[src/rtl/mem_bus_pkg.sv]
// Shared definitions for the two-master memory bus arbiter.
package mem_bus_pkg;

    localparam int unsigned ADDR_WIDTH_DEF = 8;
    localparam int unsigned DATA_WIDTH_DEF = 8;
    localparam int unsigned TIMEOUT_DEF    = 16;

    typedef enum logic {
        ST_IDLE = 1'b0,
        ST_BUSY = 1'b1
    } state_t;

    localparam logic PORT_CPU = 1'b0;
    localparam logic PORT_AUX = 1'b1;

endpackage

[src/rtl/bus_watchdog.sv]
// Counts stalled BUSY cycles; expire fires on the last allowed cycle.
// TIMEOUT_CYCLES = 0 removes the counter entirely.
module bus_watchdog #(
    parameter int unsigned TIMEOUT_CYCLES = 16
) (
    input  logic clk,
    input  logic rst_n,
    input  logic clear,
    input  logic enable,
    output logic expire
);

    generate
        if (TIMEOUT_CYCLES == 0) begin : g_disabled
            logic unused_inputs;
            assign unused_inputs = ^{clk, rst_n, clear, enable};
            assign expire        = 1'b0;
        end else begin : g_enabled
            localparam int unsigned CW = (TIMEOUT_CYCLES > 1) ? $clog2(TIMEOUT_CYCLES) : 1;
            localparam logic [CW-1:0] LAST = CW'(TIMEOUT_CYCLES - 1);

            logic [CW-1:0] count;

            // clear has priority so the expiring cycle also resets the count
            always_ff @(posedge clk or negedge rst_n) begin
                if (!rst_n) begin
                    count <= '0;
                end else if (clear) begin
                    count <= '0;
                end else if (enable) begin
                    count <= count + CW'(1);
                end
            end

            assign expire = enable && (count == LAST);
        end
    endgenerate

endmodule

[src/rtl/mem_bus_arbiter.sv]
// Two-master arbiter for a single memory bus with round-robin or fixed
// priority, registered bus outputs and a hung-transaction watchdog.
module mem_bus_arbiter
    import mem_bus_pkg::*;
#(
    parameter int unsigned ADDR_WIDTH     = ADDR_WIDTH_DEF,
    parameter int unsigned DATA_WIDTH     = DATA_WIDTH_DEF,
    parameter int unsigned TIMEOUT_CYCLES = TIMEOUT_DEF,
    parameter int unsigned FIXED_PRIORITY = 0
) (
    input  logic                  clk,
    input  logic                  rst_n,
    input  logic                  p0_read,
    input  logic                  p0_write,
    input  logic [ADDR_WIDTH-1:0] p0_address,
    input  logic [DATA_WIDTH-1:0] p0_wdata,
    output logic [DATA_WIDTH-1:0] p0_rdata,
    output logic                  p0_ready,
    input  logic                  p1_read,
    input  logic                  p1_write,
    input  logic [ADDR_WIDTH-1:0] p1_address,
    input  logic [DATA_WIDTH-1:0] p1_wdata,
    output logic [DATA_WIDTH-1:0] p1_rdata,
    output logic                  p1_ready,
    output logic [ADDR_WIDTH-1:0] memory_address,
    output logic [DATA_WIDTH-1:0] memory_in,
    output logic                  memory_read_signal,
    output logic                  memory_write_signal,
    input  logic [DATA_WIDTH-1:0] memory_out,
    input  logic                  memory_ready,
    output logic [1:0]            grant,
    output logic                  busy,
    output logic                  timeout_error
);

    state_t                state, state_next;
    logic                  last_grant, last_grant_next;
    logic [1:0]            grant_next;
    logic [ADDR_WIDTH-1:0] addr_next;
    logic [DATA_WIDTH-1:0] wdata_next;
    logic                  rd_next, wr_next;
    logic                  p0_req, p1_req, winner, owner, done, expire;
    logic [DATA_WIDTH-1:0] resp;

    bus_watchdog #(
        .TIMEOUT_CYCLES(TIMEOUT_CYCLES)
    ) u_watchdog (
        .clk   (clk),
        .rst_n (rst_n),
        .clear ((state == ST_IDLE) || done),
        .enable((state == ST_BUSY) && !memory_ready),
        .expire(expire)
    );

    assign busy = (state == ST_BUSY);

    always_ff @(posedge clk or negedge rst_n) begin
        if (!rst_n) begin
            state               <= ST_IDLE;
            grant               <= 2'b00;
            last_grant          <= PORT_AUX;
            memory_address      <= '0;
            memory_in           <= '0;
            memory_read_signal  <= 1'b0;
            memory_write_signal <= 1'b0;
        end else begin
            state               <= state_next;
            grant               <= grant_next;
            last_grant          <= last_grant_next;
            memory_address      <= addr_next;
            memory_in           <= wdata_next;
            memory_read_signal  <= rd_next;
            memory_write_signal <= wr_next;
        end
    end

    always_comb begin
        state_next      = state;
        grant_next      = grant;
        last_grant_next = last_grant;
        addr_next       = memory_address;
        wdata_next      = memory_in;
        rd_next         = memory_read_signal;
        wr_next         = memory_write_signal;
        p0_ready        = 1'b0;
        p1_ready        = 1'b0;
        p0_rdata        = '0;
        p1_rdata        = '0;
        timeout_error   = 1'b0;

        p0_req = p0_read | p0_write;
        p1_req = p1_read | p1_write;
        owner  = grant[1] ? PORT_AUX : PORT_CPU;
        done   = (state == ST_BUSY) && (memory_ready || expire);
        resp   = memory_ready ? memory_out : {DATA_WIDTH{1'b1}};

        // tie goes to port 0 under fixed priority, else to the port not served last
        if (p0_req && p1_req) begin
            winner = (FIXED_PRIORITY != 0) ? PORT_CPU : ~last_grant;
        end else if (p1_req) begin
            winner = PORT_AUX;
        end else begin
            winner = PORT_CPU;
        end

        case (state)
            ST_IDLE: begin
                if (p0_req || p1_req) begin
                    state_next = ST_BUSY;
                    if (winner == PORT_AUX) begin
                        grant_next = 2'b10;
                        addr_next  = p1_address;
                        wdata_next = p1_wdata;
                        wr_next    = p1_write;
                        rd_next    = p1_read & ~p1_write;
                    end else begin
                        grant_next = 2'b01;
                        addr_next  = p0_address;
                        wdata_next = p0_wdata;
                        wr_next    = p0_write;
                        rd_next    = p0_read & ~p0_write;
                    end
                end
            end
            ST_BUSY: begin
                if (done) begin
                    state_next      = ST_IDLE;
                    grant_next      = 2'b00;
                    rd_next         = 1'b0;
                    wr_next         = 1'b0;
                    last_grant_next = owner;
                    timeout_error   = expire;
                    if (owner == PORT_AUX) begin
                        p1_ready = 1'b1;
                        p1_rdata = resp;
                    end else begin
                        p0_ready = 1'b1;
                        p0_rdata = resp;
                    end
                end
            end
            default: state_next = ST_IDLE;
        endcase
    end

endmodule

[config.mk]
export PLATFORM = sky130hd
export DESIGN_NAME = mem_bus_arbiter
export DESIGN_NICKNAME = d
export VERILOG_FILES = /design/src/rtl/mem_bus_pkg.sv /design/src/rtl/bus_watchdog.sv /design/src/rtl/mem_bus_arbiter.sv
export SDC_FILE = /design/constraint.sdc
export NUM_CORES = 1
export LEC_CHECK = 0
export ABC_AREA = 1
export BUFFER_PORTS_ARGS = -buffer_cell sky130_fd_sc_hd__buf_2
export CAP_MARGIN = 10
export CORE_UTILIZATION = 43
export CTS_CLUSTER_SIZE = 24
export DETAILED_ROUTE_END_ITERATION = 6
export GPL_TIMING_DRIVEN = 0
export PLACE_DENSITY = 0.89
export SYNTH_ARGS = -nofsm -noshare
export SYNTH_HDL_FRONTEND = slang
export SYNTH_SLANG_ARGS = --single-unit
[constraint.sdc]
create_clock -name clk -period 1.7 [get_ports clk]
set_input_delay 0.085 -clock clk [delete_from_list [all_inputs] [get_ports clk]]
set_output_delay 0.085 -clock clk [all_outputs]
set_load 0.01 [all_outputs]
# Word level (Yosys, flattened, before mapping)
# Cells that the tools add are included.
# classes
n_addsub	1
n_mul	0
div_mod_pow	0
n_lt_le_gt_ge	0
n_eq_ne	3
shift	0
mux	36
n_bitwise	8
reduce_logical	12
# ops
cell	n
8-bit two-way mux	9
1-bit two-way mux	18
4-bit two-way mux	2
2-bit two-way mux	3
1-bit case mux with 2 select lines	3
2-bit AND reduction	3
4-bit by 1-bit adder with 4-bit output, second input constant	1
4-bit equality test, second input constant	1
1-bit logical AND	4
2-bit by 1-bit inequality test with 1-bit output, second input constant	2
1-bit NOT	4
2-bit case mux with 2 select lines	1
1-bit logical OR	3
1-bit AND	2
1-bit OR	2
2-bit nonzero test	1
1-bit logical NOT	1
# word_totals
reg_bits	26
latch_bits	0
ramBits	0
rom_bits	0
output_inout_bits	40
wordCells	68
mem_count	0

# Longest topological paths before layout
# depth
word_depth	7
mapped_depth	7

# Modules after synthesis
# Synthesis repeated with hierarchy kept, for this count alone.
# unflattened
hier_cells	189
hier_area_um2	1487.7
# modules_own_cells
module	instances	cells_per_inst	area_each_um2	seq_area_each_um2
mem_bus_arbiter	1	162	1266.2	551.8
bus_watchdog	1	27	221.5	100.1

# Worst setup path after synthesis
# No wires, ideal clock.
# synth_timing
path_kind	reg-to-output
startpoint	register u_watchdog.g_enabled.count[0]
endpoint	output p0_rdata[0]
arrival_ns	1.218
t_required_ns	1.615
path_slack_ns	0.397
path_stages_with_launch	8
path_buffers	0
path_cell_list	dfrtp_1 -> ha_1 -> nand3_1 -> a21oi_2 -> nand2_1 -> clkinv_1 -> nand2_1 -> inv_1
# synth_between
elab_chain_len	6
# synth_lines
item	line_no	text
start, declared	bus_watchdog.sv:22	logic [CW-1:0] count;
start signal, assigned	bus_watchdog.sv:31	count <= count + CW'(1);
4-bit equality test	bus_watchdog.sv:35	assign expire = enable && (count == LAST);
1-bit logical AND	bus_watchdog.sv:35	
1-bit logical OR	mem_bus_arbiter.sv:94	done = (state == ST_BUSY) && (memory_ready || expire);
1-bit logical AND	mem_bus_arbiter.sv:94	
8-bit two-way mux	mem_bus_arbiter.sv:126	if (done) begin
8-bit two-way mux	mem_bus_arbiter.sv:106	case (state)
end, declared	mem_bus_arbiter.sv:17	output logic [DATA_WIDTH-1:0] p0_rdata,
# Every way passes these cells.

# Worst setup path after layout
# layout_timing
startpoint	register u_watchdog.g_enabled.count[1]
endpoint	output p1_rdata[7]
# layout_between
elab_chain_len	6
# layout_lines
item	line_no	text
4-bit equality test	bus_watchdog.sv:35	
1-bit logical AND	bus_watchdog.sv:35	
1-bit logical OR	mem_bus_arbiter.sv:94	
1-bit logical AND	mem_bus_arbiter.sv:94	
8-bit two-way mux	mem_bus_arbiter.sv:126	
8-bit two-way mux	mem_bus_arbiter.sv:106	
end, declared	mem_bus_arbiter.sv:23	output logic [DATA_WIDTH-1:0] p1_rdata,
# Every way passes these cells.

==> results.yml <==
clock_network:
  cts.sinks: 26
  insertion_delay_ns: 0.32
  cts_root_buf: "clkbuf_4"
  cts_buffers: 3
  cts_tree: "yes"
  clock_path_buffers: 2
  htree_levels: 1
  cts.reportedPaths.clkPinSlew_ns: 0.15
route:
  drt_iter0_markers: 79
  drt_pass1_iterations: 4
  wl_per_cell_um: 13.0
  wl_um: 4540
  vias_per_cell: 5.01
  ant_nets: 0
  drc: 0
  num_vias: 1748
global_routing:
  met1_usage_pct: 29.8
  grt_use_total_pct: 24.6
  globalRouteMet3Util_pct: 4.55
  grt_overflow_total: 0
  grt_max_degree: 27
  grt_busiest_layer: "met2"
  grt_first_pass_wirelength_um: 6480
  use_met2_pct: 42.7
  grt_pass1_vias: 1527
  antenna_found_initial: 0
worst_setup_path:
  setup.worst_path.start: "u_watchdog.g_enabled.count[1]"
  worst_ep_required_time_ns: 1.62
  cp_data_arrival_time_ns: 1.62
  crit_type: "register to output port"
  reg2reg_from: "u_watchdog.g_enabled.count[1]"
  rr_endpoint: "memory_write_signal"
  r2r_setup_slack_ns: 0.23
  critPathLaunchType: "register"
  cp_slowest_cell: "dfrtp_1"
  crit_fanout: 5
  r2r_cells: 6
  crit_chain: "ha_4 > nand3_4 > a21oi_4 > nand2_4 > inv_4 > nand2_1 > inv_1 > buf_2"
  endpoint_kind: "output port"
  slowest_delay_ns: 0.43
  endpoint: "p1_rdata[7]"
power_and_ir_drop:
  leakagePower_uw: 0.00133
  pwr-share-seq_pct: 32.6
  switching_share_pct: 43.0
  p_per_area_nw_per_um2: 1440
  p_clk_share_pct: 13.3
  switching_power_uw: 1400
  power_frac_comb_pct: 54.1
  ir_drop_mv: 0.917
  internal_power_uw: 1850
min_path:
  hold_path_class: "input pin to register"
finish:
  syn_to_final_growth_pct: 54.6
  final_cell_mix: "84 x buf_2, 54 x nand3_1, 46 x nand2_1"
  final_cells: 349
  antenna_cells: 0
  fillCellCount: 244
  fin_nets: 354
  final_common_cell: "buf_2"
  drive_above_1_share_pct: 43.9
  utilization_pct: 72.2
timing:
  fin_hold_ws_ns: -0.0115
  fin_setup_tns_ns: -0.00452
  setup_viol: 2
  hold_violations: 3
  finalWorstSetupSlack_ns: -0.00378
  max_freq_ghz: 0.587
  clock_skew_ns: 0.00492
  rsz0062_at_grt: "yes"
  max_slew_margin_pct: 62.0
  worst_pin_slew_ns: 0.570
  slew_violations: 0
  period_needed_ns: 1.70
  min_period_over_period_pct: 100
yosys:
  yosys_warnings: 0
  ys_ff_latch: 26
  syn_nets: 243
  yosysSeqAreaShare_pct: 44.6
  yosysUniqueCellTypes: 21
  synth.avg_cell_area_um2: 7.49
  syn_inst: 195
  syn-cell-area_um2: 1460
placement:
  place_inst: 325
  portBuffers: 86
  place_congestion: 0.731
  hpwl_um: 2920
  preCtsSetupSlack_ns: 0.198
run_status:
  outcome: "finished with violations"
  violations: "hold timing, setup timing"
floorplanning:
  ios: 87
  rows: 20
  fp.dieArea_um2: 3640
  die_h_um: 60.3
  initial_utilization_pct: 46.7
  core_area_um2: 3130
  die_w_um: 60.3
run:
  cap_violations: 0
kinds of logic (layout without fill, tap and decap cells):
kind of cell | Yosys count | count (layout) | synth area share (%)
buf+inv | 35 | 145 | 11.5
simple gates | 128 | 128 | 40.6
fa+ha+maj | 1 | 1 | 0.856
xor+xnor | 1 | 1 | 0.599
flops | 26 | 26 | 44.6
compound gates | 4 | 4 | 1.88
per-stage QoR:
stage / power (uW) / hold WS, ns / area (um^2)
3_5_place_dp: 2630 / 0.119 / 1950
3_3_place_gp: 2600 / 0.114 / 1950
6_report: 3250 / -0.0115 / 2260
4_1_cts: 3110 / 0.000253 / 2160
2_1_floorplan: 2040 / -0.211 / 1460
5_1_grt: 3500 / 0.00312 / 2260
what timing repair did:
| action | 4_1_cts | 5_1_grt |
|---|---|---|
| pin swaps | 5 | 3 |
| setup endpoints to repair | 18 | 19 |
| hold buffers | 11 | 2 |
| cloned | 2 | 0 |
| setup buffers | 3 | 2 |
| gates resized for setup | 6 | 17 |
| endpoints found under the hold margin | 35 | 2 |
cell usage after synthesis (all sizes together):
| master | number | share of area (%) |
|---|---|---|
| a21oi | 1 | 0.60 |
| buf | 8 | 4.5 |
| clkinv | 1 | 0.26 |
| dfrtp | 25 | 43 |
| dfstp | 1 | 1.8 |
| ha | 1 | 0.86 |
| inv | 26 | 6.7 |
| nand2 | 53 | 14 |
| nand3 | 55 | 19 |
| nor2 | 11 | 4.0 |
| nor3 | 1 | 0.34 |
| o21ai | 3 | 1.3 |
| or2 | 8 | 3.4 |
| xor2 | 1 | 0.60 |
worst min-delay path by stage:
stage                   from                end  cells past startpoint
2_1_floorplan          rst_n               busy                      0
3_3_place_gp           rst_n       memory_in[5]                      1
3_5_place_dp           rst_n       memory_in[4]                      1
4_1_cts        p0_address[3]  memory_address[3]                      3
5_1_grt        p1_address[6]  memory_address[6]                      3
6_report         p0_wdata[5]       memory_in[5]                      3
registers in the layout, indices dropped and copies added (netlist names):
register and count:
busy 1, memory_address 8, u_watchdog.g_enabled.count 4, memory_write_signal 1, grant 2, last_grant 1
memory_read_signal 1, memory_in 8
metal layers:
layer  up-vias  routed length [um]
met4         0                 112
met5         -                   0
met3        12                 376
met2        99                2270
met1       800                1780
li1        837                   -
critical path, delay by kind of cell (launching register included):
family / cells / cell delay (ns)
flops: 1 / 0.43
buf+inv: 3 / 0.26
simple gates: 3 / 0.23
compound gates: 1 / 0.19
fa+ha+maj: 1 / 0.18
power groups by stage:
| stage | registers (uW) | clock network, uW | logic [uW] |
|---|---|---|---|
| 6_report | 1060 | 431 | 1760 |
| 5_1_grt | 1090 | 458 | 1950 |
| 4_1_cts | 1050 | 429 | 1640 |
| 3_5_place_dp | 1050 | 0 | 1590 |
| 3_3_place_gp | 1050 | 0 | 1550 |
| 2_1_floorplan | 1150 | 0 | 886 |
layout make-up:
cell class              count  area [um^2]  area share [%]
clock buffers               3         22.5           0.997
inverters                  27          106            4.71
multi-input cells         134          692            30.6
repair inverters            2         12.5           0.554
repair buffers            104          623            27.6
well taps                  44         55.1            2.44
clock inverters             1         30.0            1.33
plain buffers               8         66.3            2.93
flip-flops and latches     26          652            28.8
Power figures use the tool's default switching activity.
